===== config.mk =====
export PLATFORM = sky130hd
export DESIGN_NAME = growth_depth_search
export DESIGN_NICKNAME = d
export VERILOG_FILES = /design/src/rtl/growth_pkg.sv /design/src/rtl/growth_band_rom.sv /design/src/rtl/growth_depth_search.sv
export SDC_FILE = /design/constraint.sdc
export NUM_CORES = 1
export LEC_CHECK = 0
export CELL_PAD_IN_SITES_DETAIL_PLACEMENT = 1
export CELL_PAD_IN_SITES_GLOBAL_PLACEMENT = 1
export CORE_MARGIN = 2
export CORE_UTILIZATION = 44
export CTS_CLUSTER_DIAMETER = 40
export DETAILED_ROUTE_END_ITERATION = 16
export GPL_ROUTABILITY_DRIVEN = 0
export HOLD_SLACK_MARGIN = 0.08
export PLACE_DENSITY = 0.95
export SLEW_MARGIN = 10
export SYNTH_ARGS = -nofsm -noshare
export SYNTH_HDL_FRONTEND = slang
export SYNTH_SLANG_ARGS = --single-unit
export TNS_END_PERCENT = 30

===== constraint.sdc =====
create_clock -name clk -period 7.41 [get_ports clk]
set_input_delay 1.482 -clock clk [delete_from_list [all_inputs] [get_ports clk]]
set_output_delay 1.482 -clock clk [all_outputs]
set_load 0.05 [all_outputs]

===== src/rtl/growth_pkg.sv =====
// Shared perspective growth-rate table: one source of truth for the forward
// depth-to-rate lookup and the inverse rate-to-depth search.
package growth_pkg;

   localparam int NBANDS   = 16;
   localparam int IDX_W    = 4;
   localparam int RATE_W   = 7;
   localparam int DEPTH_W  = 13;
   localparam int MAX_RATE = 127;

   typedef logic [DEPTH_W-1:0] depth_t;
   typedef logic [RATE_W-1:0]  rate_t;

   // Band 0 is the nearest band; depth decreases and rate grows with the index.
   localparam depth_t BAND_UPPER [NBANDS] = '{
      13'd8064, 13'd8026, 13'd7976, 13'd7912, 13'd7829, 13'd7722, 13'd7583, 13'd7402,
      13'd7168, 13'd6856, 13'd6466, 13'd5958, 13'd5295, 13'd4435, 13'd3321, 13'd1875
   };

   localparam rate_t BAND_RATE [NBANDS] = '{
      7'd2,  7'd3,  7'd4,  7'd5,  7'd7,  7'd9,  7'd12, 7'd16,
      7'd20, 7'd26, 7'd34, 7'd45, 7'd58, 7'd76, 7'd98, 7'd127
   };

   typedef enum logic [1:0] {
      ST_IDLE,
      ST_SCAN,
      ST_DONE
   } state_e;

endpackage


===== src/rtl/growth_band_rom.sv =====
// Combinational band lookup: index -> inclusive depth range and growth rate.
module growth_band_rom
   import growth_pkg::*;
#(
   parameter int DW = DEPTH_W
) (
   input  logic [IDX_W-1:0]  idx,
   output logic [DW-1:0]     upper,
   output logic [DW-1:0]     lower,
   output logic [RATE_W-1:0] rate
);

   always_comb begin
      upper = DW'(BAND_UPPER[idx]);
      rate  = BAND_RATE[idx];
      // The farthest band has no neighbour beyond it, so it extends down to depth 1.
      if (idx == IDX_W'(NBANDS - 1))
         lower = DW'(1);
      else
         lower = DW'(BAND_UPPER[idx + IDX_W'(1)]) + DW'(1);
   end

endmodule


===== src/rtl/growth_depth_search.sv =====
// Inverse growth-rate lookup: scans the shared bands for the nearest band whose
// rate reaches the requested rate and returns that band's depth range.
module growth_depth_search
   import growth_pkg::*;
#(
   parameter int DW = DEPTH_W
) (
   input  logic          clk,
   input  logic          reset,
   input  logic          req_valid,
   output logic          req_ready,
   input  logic [DW-1:0] req_grate,
   output logic          resp_valid,
   input  logic          resp_ready,
   output logic [DW-1:0] depth_hi,
   output logic [DW-1:0] depth_lo,
   output logic [3:0]    band,
   output logic          sat
);

   state_e            state_q, state_d;
   logic [IDX_W-1:0]  idx_q, idx_d;
   logic [DW-1:0]     req_q, req_d;
   logic              req_ready_q, req_ready_d;
   logic              resp_valid_q, resp_valid_d;
   logic [DW-1:0]     depth_hi_q, depth_hi_d;
   logic [DW-1:0]     depth_lo_q, depth_lo_d;
   logic [3:0]        band_q, band_d;
   logic              sat_q, sat_d;

   logic [DW-1:0]     rom_upper, rom_lower;
   logic [RATE_W-1:0] rom_rate;
   logic              hit;

   growth_band_rom #(.DW(DW)) u_rom (
      .idx   (idx_q),
      .upper (rom_upper),
      .lower (rom_lower),
      .rate  (rom_rate)
   );

   assign hit = (DW'(rom_rate) >= req_q);

   always_comb begin
      // NOTE: every _d starts as its _q so no path through the case infers a latch.
      state_d      = state_q;
      idx_d        = idx_q;
      req_d        = req_q;
      req_ready_d  = req_ready_q;
      resp_valid_d = resp_valid_q;
      depth_hi_d   = depth_hi_q;
      depth_lo_d   = depth_lo_q;
      band_d       = band_q;
      sat_d        = sat_q;

      unique case (state_q)
         ST_IDLE: begin
            if (req_valid && req_ready_q) begin
               req_d       = req_grate;
               idx_d       = '0;
               req_ready_d = 1'b0;
               state_d     = ST_SCAN;
            end
         end
         ST_SCAN: begin
            // Reaching the last band without a hit means the request saturates.
            if (hit || idx_q == IDX_W'(NBANDS - 1)) begin
               depth_hi_d   = rom_upper;
               depth_lo_d   = rom_lower;
               band_d       = idx_q;
               sat_d        = ~hit;
               resp_valid_d = 1'b1;
               state_d      = ST_DONE;
            end else begin
               idx_d = idx_q + IDX_W'(1);
            end
         end
         ST_DONE: begin
            if (resp_ready) begin
               resp_valid_d = 1'b0;
               req_ready_d  = 1'b1;
               state_d      = ST_IDLE;
            end
         end
         default: begin
            req_ready_d = 1'b1;
            state_d     = ST_IDLE;
         end
      endcase
   end

   // NOTE: sequential state uses non-blocking assignment only.
   always_ff @(posedge clk or posedge reset) begin
      if (reset) begin
         state_q      <= ST_IDLE;
         idx_q        <= '0;
         req_q        <= '0;
         req_ready_q  <= 1'b1;
         resp_valid_q <= 1'b0;
         depth_hi_q   <= '0;
         depth_lo_q   <= '0;
         band_q       <= '0;
         sat_q        <= 1'b0;
      end else begin
         state_q      <= state_d;
         idx_q        <= idx_d;
         req_q        <= req_d;
         req_ready_q  <= req_ready_d;
         resp_valid_q <= resp_valid_d;
         depth_hi_q   <= depth_hi_d;
         depth_lo_q   <= depth_lo_d;
         band_q       <= band_d;
         sat_q        <= sat_d;
      end
   end

   assign req_ready  = req_ready_q;
   assign resp_valid = resp_valid_q;
   assign depth_hi   = depth_hi_q;
   assign depth_lo   = depth_lo_q;
   assign band       = band_q;
   assign sat        = sat_q;

endmodule


Yosys cells after proc, flatten, opt, wreduce, memory -nomap -nowiden
Memories as Yosys holds them, arrays and structs flattened. A register that Yosys moved wholly into a read port is not among the register bits.
Cells that the tools add are included.
{ "totals": {"ff_bits": 39, "in_bits": 17, "mem_bits_ro": 528, "n_memories": 3, "wordCells": 56} }
{ "mem_list": {"columns": ["name", "words", "width", "rd", "rd_ports_with_merged_regs", "wr", "line_no", "text"], "rows": [
  ["(no name shown)", 16, 13, 1, 0, 0, "growth_band_rom.sv:20", "lower = DW'(BAND_UPPER[idx + IDX_W'(1)]) + DW'(1);"],
  ["(no name shown)", 16, 13, 1, 1, 0, "growth_band_rom.sv:14", "upper = DW'(BAND_UPPER[idx]);"],
  ["(no name shown)", 16, 7, 1, 0, 0, "growth_band_rom.sv:15", "rate = BAND_RATE[idx];"]
]} }
{ "classes": {"reduce_logical": 11, "muxes": 18, "bitwise_logic": 4, "order_cmp": 3, "eq_ne": 7, "n_addsub": 2} }
{ "ops": {"columns": ["op", "n"], "rows": [
  ["13-bit two-way mux", 3],
  ["7-bit two-way mux", 2],
  ["13-bit by 1-bit adder with 13-bit output (second input constant)", 1],
  ["7-bit by 13-bit >= comparator with 1-bit output", 1],
  ["3-bit AND reduction", 4],
  ["5-bit >= comparator (second input constant)", 2],
  ["4-bit inverter with 5-bit output", 2],
  ["4-bit two-way mux", 2],
  ["2-bit != test (second input constant)", 4],
  ["4-bit case mux with 2 select lines", 1],
  ["2-bit two-way mux", 3],
  ["2-bit case mux with 3 select lines", 1],
  ["4-bit by 1-bit adder with 4-bit output (second input constant)", 1],
  ["4-bit equality test (second input constant)", 1],
  ["1-bit two-way mux", 4],
  ["2-bit AND reduction", 2],
  ["2-bit nonzero test", 2],
  ["1-bit case mux with 3 select lines", 1],
  ["2-bit by 1-bit equality test with 1-bit output (second input constant)", 1],
  ["2-bit equality test (second input constant)", 1],
  ["2-bit logical NOT", 1],
  ["1-bit inverter", 2],
  ["1-bit case mux with 2 select lines", 1],
  ["1-bit logical AND", 1],
  ["1-bit logical OR", 1]
]} }

Depth between registers and ports, before layout
Gate-level depths: netlist of the first run.
{ "depth": {"word_depth": 8, "depth_mapped": 17} }

Hierarchy
A second synthesis of the first run with hierarchy kept.
{ "unflattened": {"hier_cells": 324, "hier_area_um2": 3321.9} }
{ "modules_own_cells": {"columns": ["mod", "cells_each", "instances", "area_per_inst_um2"], "rows": [
  ["growth_depth_search", 170, 1, 2337.2],
  ["growth_band_rom", 154, 1, 984.7]
]} }

Least setup slack after synthesis of the first run
Ideal clock, no wire load.
{ "synth_timing": {"path_type": "flip-flop to flip-flop", "startpoint": "register idx_q[0]", "endpoint": "register depth_lo_q[5], in the netlist depth_lo[5]", "setup_ns": 0.069, "t_required_ns": 7.341, "period_less_slack_ns": 3.285, "stages_incl_launch_ff": 14, "arrival_ns": 3.216, "slack_ns": 4.125, "path_cell_list": "dfrtp_1 buf_2 inv_1 ha_1 clkbuf_1 a21oi_1 mux2_2 ha_1 a21oi_1 o21ai_1 a21oi_2 or3_1 or4_1 nand3_1"} }
{ "synth_via": {"elab_chain_len": 7} }
{ "synth_rtl": {"columns": ["item", "line_no", "text"], "rows": [
  ["start, declared", "growth_depth_search.sv:22", "logic [IDX_W-1:0] idx_q, idx_d;"],
  ["start signal, assigned", "growth_depth_search.sv:106", "idx_q <= idx_d;"],
  ["4-bit by 1-bit adder with 4-bit output or 4-bit inverter with 5-bit output (tied branches)", "growth_band_rom.sv:20, growth_band_rom.sv:15", null],
  ["4-bit inverter with 5-bit output (not written as such) or memory 16 x 7 bit (tied branches)", null, null],
  ["memory 16 x 13 bit or 7-bit two-way mux (tied branches)", null, null],
  ["13-bit two-way mux (not written as such) or 7-bit two-way mux (tied branches)", "growth_band_rom.sv:20, growth_band_rom.sv:15", null],
  ["13-bit two-way mux (not written as such) or 7-bit by 13-bit >= comparator with 1-bit output (tied branches)", "growth_band_rom.sv:20, growth_depth_search.sv:42", null],
  ["13-bit by 1-bit adder with 13-bit output or 1-bit logical OR (tied branches)", "growth_band_rom.sv:20, growth_depth_search.sv:67", null],
  ["13-bit two-way mux or 2-bit AND reduction (tied branches)", null, null],
  ["end signal, assigned", "growth_depth_search.sv:111", "depth_lo_q <= depth_lo_d;"],
  ["end, declared", "growth_depth_search.sv:27", "logic [DW-1:0] depth_lo_q, depth_lo_d;"]
]} }
Parallel ways exist; a longest one is shown, timed or not. The select of a mux whose other input is x is not followed.
A chain may end at the register's enable or synchronous reset.

Final worst setup path of the first run
{ "layout_timing": {"startpoint": "register idx_q[0]", "endpoint": "register depth_hi_q[7], in the netlist depth_hi[7]"} }
{ "layout_via": {"elab_chain_len": 7} }
{ "layout_rtl": {"columns": ["item", "line_no", "text"], "rows": [
  ["4-bit inverter with 5-bit output (not written as such)", "growth_band_rom.sv:14, growth_band_rom.sv:15", null],
  ["memory 16 x 7 bit", null, null],
  ["7-bit two-way mux (not written as such) (2 in series)", "growth_band_rom.sv:15", null],
  ["7-bit by 13-bit >= comparator with 1-bit output", "growth_depth_search.sv:42", "assign hit = (DW'(rom_rate) >= req_q);"],
  ["1-bit logical OR", "growth_depth_search.sv:67", "if (hit || idx_q == IDX_W'(NBANDS - 1)) begin"],
  ["2-bit AND reduction (no source line)", null, null],
  ["end, declared", "growth_depth_search.sv:26", "logic [DW-1:0] depth_hi_q, depth_hi_d;"]
]} }
Parallel ways exist; a longest one is shown, timed or not. The select of a mux whose other input is x is not followed.

==> impl_metrics.json, run 1 <==
{
  "status": "completed",
  "drc": 0,
  "finalSetupViolations": 0,
  "path_clk_slew_ps": 90,
  "cts_hold_buf": 0,
  "rows": 30,
  "stdcell_count": 484,
  "grt_max_degree": 53,
  "regArea_um2": 1300,
  "dp.cells": 476,
  "track_usage_pct": 23.0,
  "cts-root-buf": "clkbuf_8",
  "arrival_ps": 4630,
  "worstSetupStartpoint": "idx_q[0]",
  "clock_path_buffers": 2,
  "syn_nets": 388,
  "synthFlopType": "dfrtp_1",
  "postLayoutCellArea_um2": 3730,
  "drtPass1Iterations": 4,
  "grt_pass1_wl_um": 14000,
  "gr-total-overflow": 0,
  "ys_ff_latch": 52,
  "wl_per_cell_um": 17.5,
  "synth_cell_types": 57,
  "cp-end-kind": "flip-flop",
  "cap_viol_max_count": 0,
  "cts_tree": "yes",
  "route.met2.wl_um": 4130,
  "drive_above_1_share_pct": 8.76,
  "final_nets": 420,
  "rrSetupSlack_ps": 2980,
  "dr.max_layer_used": "met4",
  "port_buffers": 49,
  "diodes": 0,
  "async_reset_ff_share_pct": 100,
  "finalSetupTns_ps": 0,
  "yosys_warnings": 0,
  "cts_made_buffers": 5,
  "synth_edf_count": 0,
  "synth_cells": 355,
  "peakVddDrop_uv": 174,
  "met3_length_um": 348,
  "fin_hold_ws_ps": 488,
  "critPathKind": "reg -> reg",
  "power_density_nw_per_um2": 471,
  "finalWorstPathRequiredPeriod_ps": 4430,
  "start_util_pct": 45.7,
  "clock.fmax_ghz": 0.226,
  "multi_input_area_um2": 1640,
  "fin_crit_sh_pct": 59.8,
  "worstPathCellList": "inv_1 -> ha_1 -> a21oi_1 -> mux2_2 -> ha_1 -> a21oi_1 -> o21ai_1 -> a21oi_2 -> o31a_2 -> mux2_2",
  "drt_iter0_drc": 275,
  "holdCritStartpoint": "depth_hi[11]",
  "ys_seq_area_share_pct": 41.7,
  "slowest_delay_ps": 850,
  "drt.antenna.violating_nets": 0,
  "p_leak_nw": 1.61,
  "cts.sinks": 52,
  "r2r-start": "idx_q[0]",
  "synth_area_um2": 3120,
  "grt_pass1_vias": 2820,
  "hp-class": "reg -> reg",
  "wl_met1_um": 3730,
  "antenna_found_initial": 0,
  "finClkSkew_ps": 6.21,
  "vias_per_cell": 5.83,
  "cp_slowest_cell": "dfrtp_1",
  "path_max_fanout": 47,
  "crit_required_ps": 7610,
  "dieArea_um2": 7780,
  "htree_levels": 2,
  "ios": 50,
  "rsz0062_at_grt": "no",
  "post_cts_buffers": 0,
  "syn_avg_cell_area_um2": 8.79,
  "die_h_um": 88.2,
  "chipWidth_um": 88.2,
  "fillers": 824,
  "via_count": 2824,
  "maxSlewViolCount": 0,
  "syn_to_final_growth_pct": 19.4,
  "wl_um": 8470,
  "core-area_um2": 6830,
  "dp_hpwl_um": 5950,
  "tightest_slew_ps": 999,
  "cts_resized": 0,
  "hold_violations": 0,
  "clkLatencyLatePin_ps": 310,
  "worst_setup_path_start_kind": "flip-flop",
  "relSlewSlack_pct": 32.9,
  "place_area_um2": 3640
}
power by group:
part	switching [mW]	leakage (nW)	internal, mW
Combinational	0.724	0.894	0.380
Sequential	0.0866	0.672	0.396
Clock	0.0945	0.0455	0.0765
critical path, delay by kind of cell (launching register included):
family,cells,cell delay (ps)
AOI/OAI and AO/OA,5,1450
adders and majority gates,2,980
DFF,1,850
muxes,2,690
buffers and inverters,1,340
placed cells by master, fill, tap and decap left out, types with 6 or more instances in the layout:
master / count
clkdlybuf4s50_1: 49
nand2_1: 45
nor2_1: 23
inv_1: 14
o21ai_0: 45
ha_1: 16
a211oi_1: 6
dfrtp_1: 51
clkbuf_8: 6
a21o_1: 6
mux2_2: 12
a21oi_1: 29
worst paths after layout:
check,cells after the start,end
setup / recovery,10,depth_hi[7]
min in group asynchronous,2,depth_hi[4]
hold / removal,1,depth_hi[11]
setup reg to reg,10,depth_hi[7]
hold reg to reg,1,depth_hi[11]
max in group asynchronous,2,req_q[9]
logic make-up after synthesis:
| family | Yosys count | share of synthesized area (%) |
|---|---|---|
| AO/OA/AOI/OAI | 122 | 23.5 |
| XOR/XNOR | 6 | 1.92 |
| adder cells (fa/ha/maj) | 16 | 6.41 |
| buffers and inverters | 43 | 5.61 |
| flip-flops | 52 | 41.7 |
| multiplexers | 15 | 5.29 |
| AND/OR/NAND/NOR | 101 | 15.6 |
metrics by stage:
step	utilization, %	total power [mW]	worst slack (ps)
final	54.6	1.76	2980
after global routing	54.6	1.88	2650
after CTS	54.5	1.75	3070
after detailed placement	53.2	1.57	3120
after global placement	53.2	1.51	3420
after floorplan	-	1.25	4130
state kept, by name, indices dropped and copies added (netlist names):
signal	flops
req_q	13
depth_hi	13
band	4
depth_lo	13
req_ready	1
idx_q	4
resp_valid	1
state_q	2
sat	1
final cells by class:
class	instances	area share, %
Clock buffer	8	2.42
Inverter	17	1.75
Multi-Input combinational cell	260	44.1
Sequential cell	52	34.9
Tap cell	96	3.22
Timing Repair Buffer	51	13.6
cell usage after synthesis (3+ instances only):
master	instances	area (µm²)
dfrtp_1	51	1280
nand2_1	45	169
o21ai_0	45	225
a21oi_1	29	145
nor2_1	23	86.3
ha_1	16	200
inv_1	15	56.3
clkbuf_1	13	48.8
mux2_2	12	135
buf_2	8	40.0
a211oi_1	6	45.0
a21o_1	6	45.0
a31oi_1	5	31.3
nand2b_1	5	31.3
buf_1	4	15.0
nand3_1	4	20.0
o211ai_1	4	30.0
o22ai_1	4	25.0
o31ai_1	4	30.0
mux2i_1	3	30.0
nor2b_1	3	18.8
o21ai_1	3	15.0
or3_1	3	18.8
xnor2_1	3	26.3
per-layer routing:
| metal | vias to the layer above | global-route usage (%) |
|---|---|---|
| met5 | - | 0 |
| met4 | 0 | 8.82 |
| met3 | 23 | 3.45 |
| met2 | 100 | 37.6 |
| met1 | 1384 | 31.0 |
| li1 | 1317 | - |
(Power assumes the default switching activity.)
==> run 2: changes to the inputs <==
CORE_UTILIZATION = 37   (was 44)
PLACE_DENSITY = 0.86   (was 0.95)
clock period = 4 ns   (was 7.41 ns; I/O delays follow)
==> run 2 against run 1 <==
Against the previous run: setup slack got worse by 2500 ps; count of clock-buffer cells in the layout decreased by 2; sequential cell count unchanged; worst hold slack got worse by 1.1 ps; largest cell class unchanged; largest power group unchanged.
==> impl_metrics.json, run 2 (synthesized netlist as in run 1, its figures left out) <==
{
  "clkLatencyLatePin_ps": 310,
  "p_leak_nw": 1.66,
  "grt_pass1_wl_um": 14000,
  "antenna_found_initial": 0,
  "wl_um": 8330,
  "drt_iter0_drc": 159,
  "arrival_ps": 3740,
  "gr-total-overflow": 0,
  "rsz0062_at_grt": "no",
  "worst_setup_path_start_kind": "flip-flop",
  "start_util_pct": 38.0,
  "wl_per_cell_um": 16.6,
  "cts_tree": "yes",
  "clock.fmax_ghz": 0.282,
  "path_clk_slew_ps": 100,
  "core-area_um2": 8220,
  "drive_above_1_share_pct": 11.1,
  "relSlewSlack_pct": 27.9,
  "path_max_fanout": 14,
  "rows": 33,
  "hold_violations": 0,
  "cts_resized": 0,
  "finalSetupTns_ps": 0,
  "crit_required_ps": 4200,
  "place_area_um2": 3720,
  "cts_hold_buf": 0,
  "final_common_cell": "dfrtp_1",
  "finalSetupViolations": 0,
  "drc": 0,
  "dp_hpwl_um": 6160,
  "diodes": 0,
  "fin_crit_sh_pct": 88.6,
  "peakVddDrop_uv": 295,
  "power_density_nw_per_um2": 857,
  "track_usage_pct": 19.4,
  "postLayoutCellArea_um2": 3810,
  "finClkSkew_ps": 9.67,
  "final_nets": 428,
  "drtPass1Iterations": 4,
  "drt.antenna.violating_nets": 0,
  "status": "completed",
  "cts_made_buffers": 5,
  "htree_levels": 2,
  "clock_path_buffers": 2,
  "port_buffers": 49,
  "tightest_slew_ps": 1080,
  "die_h_um": 95.9,
  "hp-class": "reg -> reg",
  "grt_max_degree": 53,
  "syn_to_final_growth_pct": 22.1,
  "vias_per_cell": 5.59,
  "cts-root-buf": "clkbuf_8",
  "cap_viol_max_count": 0,
  "critPathKind": "reg -> reg",
  "post_cts_buffers": 0,
  "stdcell_count": 501,
  "maxSlewViolCount": 0,
  "via_count": 2800,
  "finalWorstPathRequiredPeriod_ps": 3540,
  "cp-end-kind": "flip-flop",
  "grt_pass1_vias": 2817,
  "final_util_pct": 46.4,
  "p_total_mw": 3.27,
  "cts.sinks": 52,
  "ios": 50,
  "dp.cells": 493,
  "layout_common_cells": "dfrtp_1, clkdlybuf4s50_1, nand2_1, o21ai_0, a21oi_1",
  "dieArea_um2": 9190,
  "chipWidth_um": 95.9
}
-- run 2: changes by cell type in the layout (fill, tap and decap cells not counted), sizes merged --
cell / previous run / this run
buf: 2 / 10
clkbuf: 8 / 6
clkinv: 1 / 2
inv: 16 / 17
-- run 2: critical path: stages, from the launching register on --
cell	delay, ps
dfrtp_1	500
inv_2	140
ha_1	600
a21oi_1	120
mux2_2	290
ha_1	300
a21oi_1	150
o21ai_1	100
a21oi_2	250
nor2_1	150
o21bai_1	430
mux2_2	390
-- run 2: final timing paths --
check	start	end	slack, ps	depth (start not counted)
setup / recovery	idx_q[1]	idx_q[2]	460	11
hold / removal	depth_lo[2]	depth_lo[2]	490	2
setup reg to reg	idx_q[1]	idx_q[2]	460	11
hold reg to reg	depth_lo[2]	depth_lo[2]	490	2
max in group asynchronous	reset	req_q[7]	2250	2
min in group asynchronous	reset	depth_hi[6]	1080	2
-- run 2: power by group --
group / switching (mW) / internal [mW]
Sequential: 0.144 / 0.734
Clock: 0.176 / 0.139
Combinational: 1.34 / 0.732
Total: 1.66 / 1.60
-- run 2: cell type report --
class / count / area (µm²)
Clock inverter: 2 / 10.0
Inverter: 17 / 63.8
Timing Repair Buffer: 59 / 578
Multi-Input combinational cell: 260 / 1640
Sequential cell: 52 / 1300
Fill cell: 988 / 4400
Clock buffer: 6 / 82.6
Tap cell: 105 / 131
-- run 2: metal layers --
metal | vias to the layer above | routed length [µm] | track usage (%)
li1 | 1330 | - | -
met1 | 1376 | 3670 | 25.4
met2 | 84 | 4120 | 33.6
met3 | 10 | 421 | 2.98
met4 | 0 | 114 | 4.88
met5 | - | 0 | 0
-- run 2: through the flow --
stage / hold slack (ps) / worst slack, ps
after floorplan: 481 / 715
after global placement: 451 / 682
after detailed placement: 475 / 524
after CTS: 497 / 465
after global routing: 516 / 194
final: 487 / 457
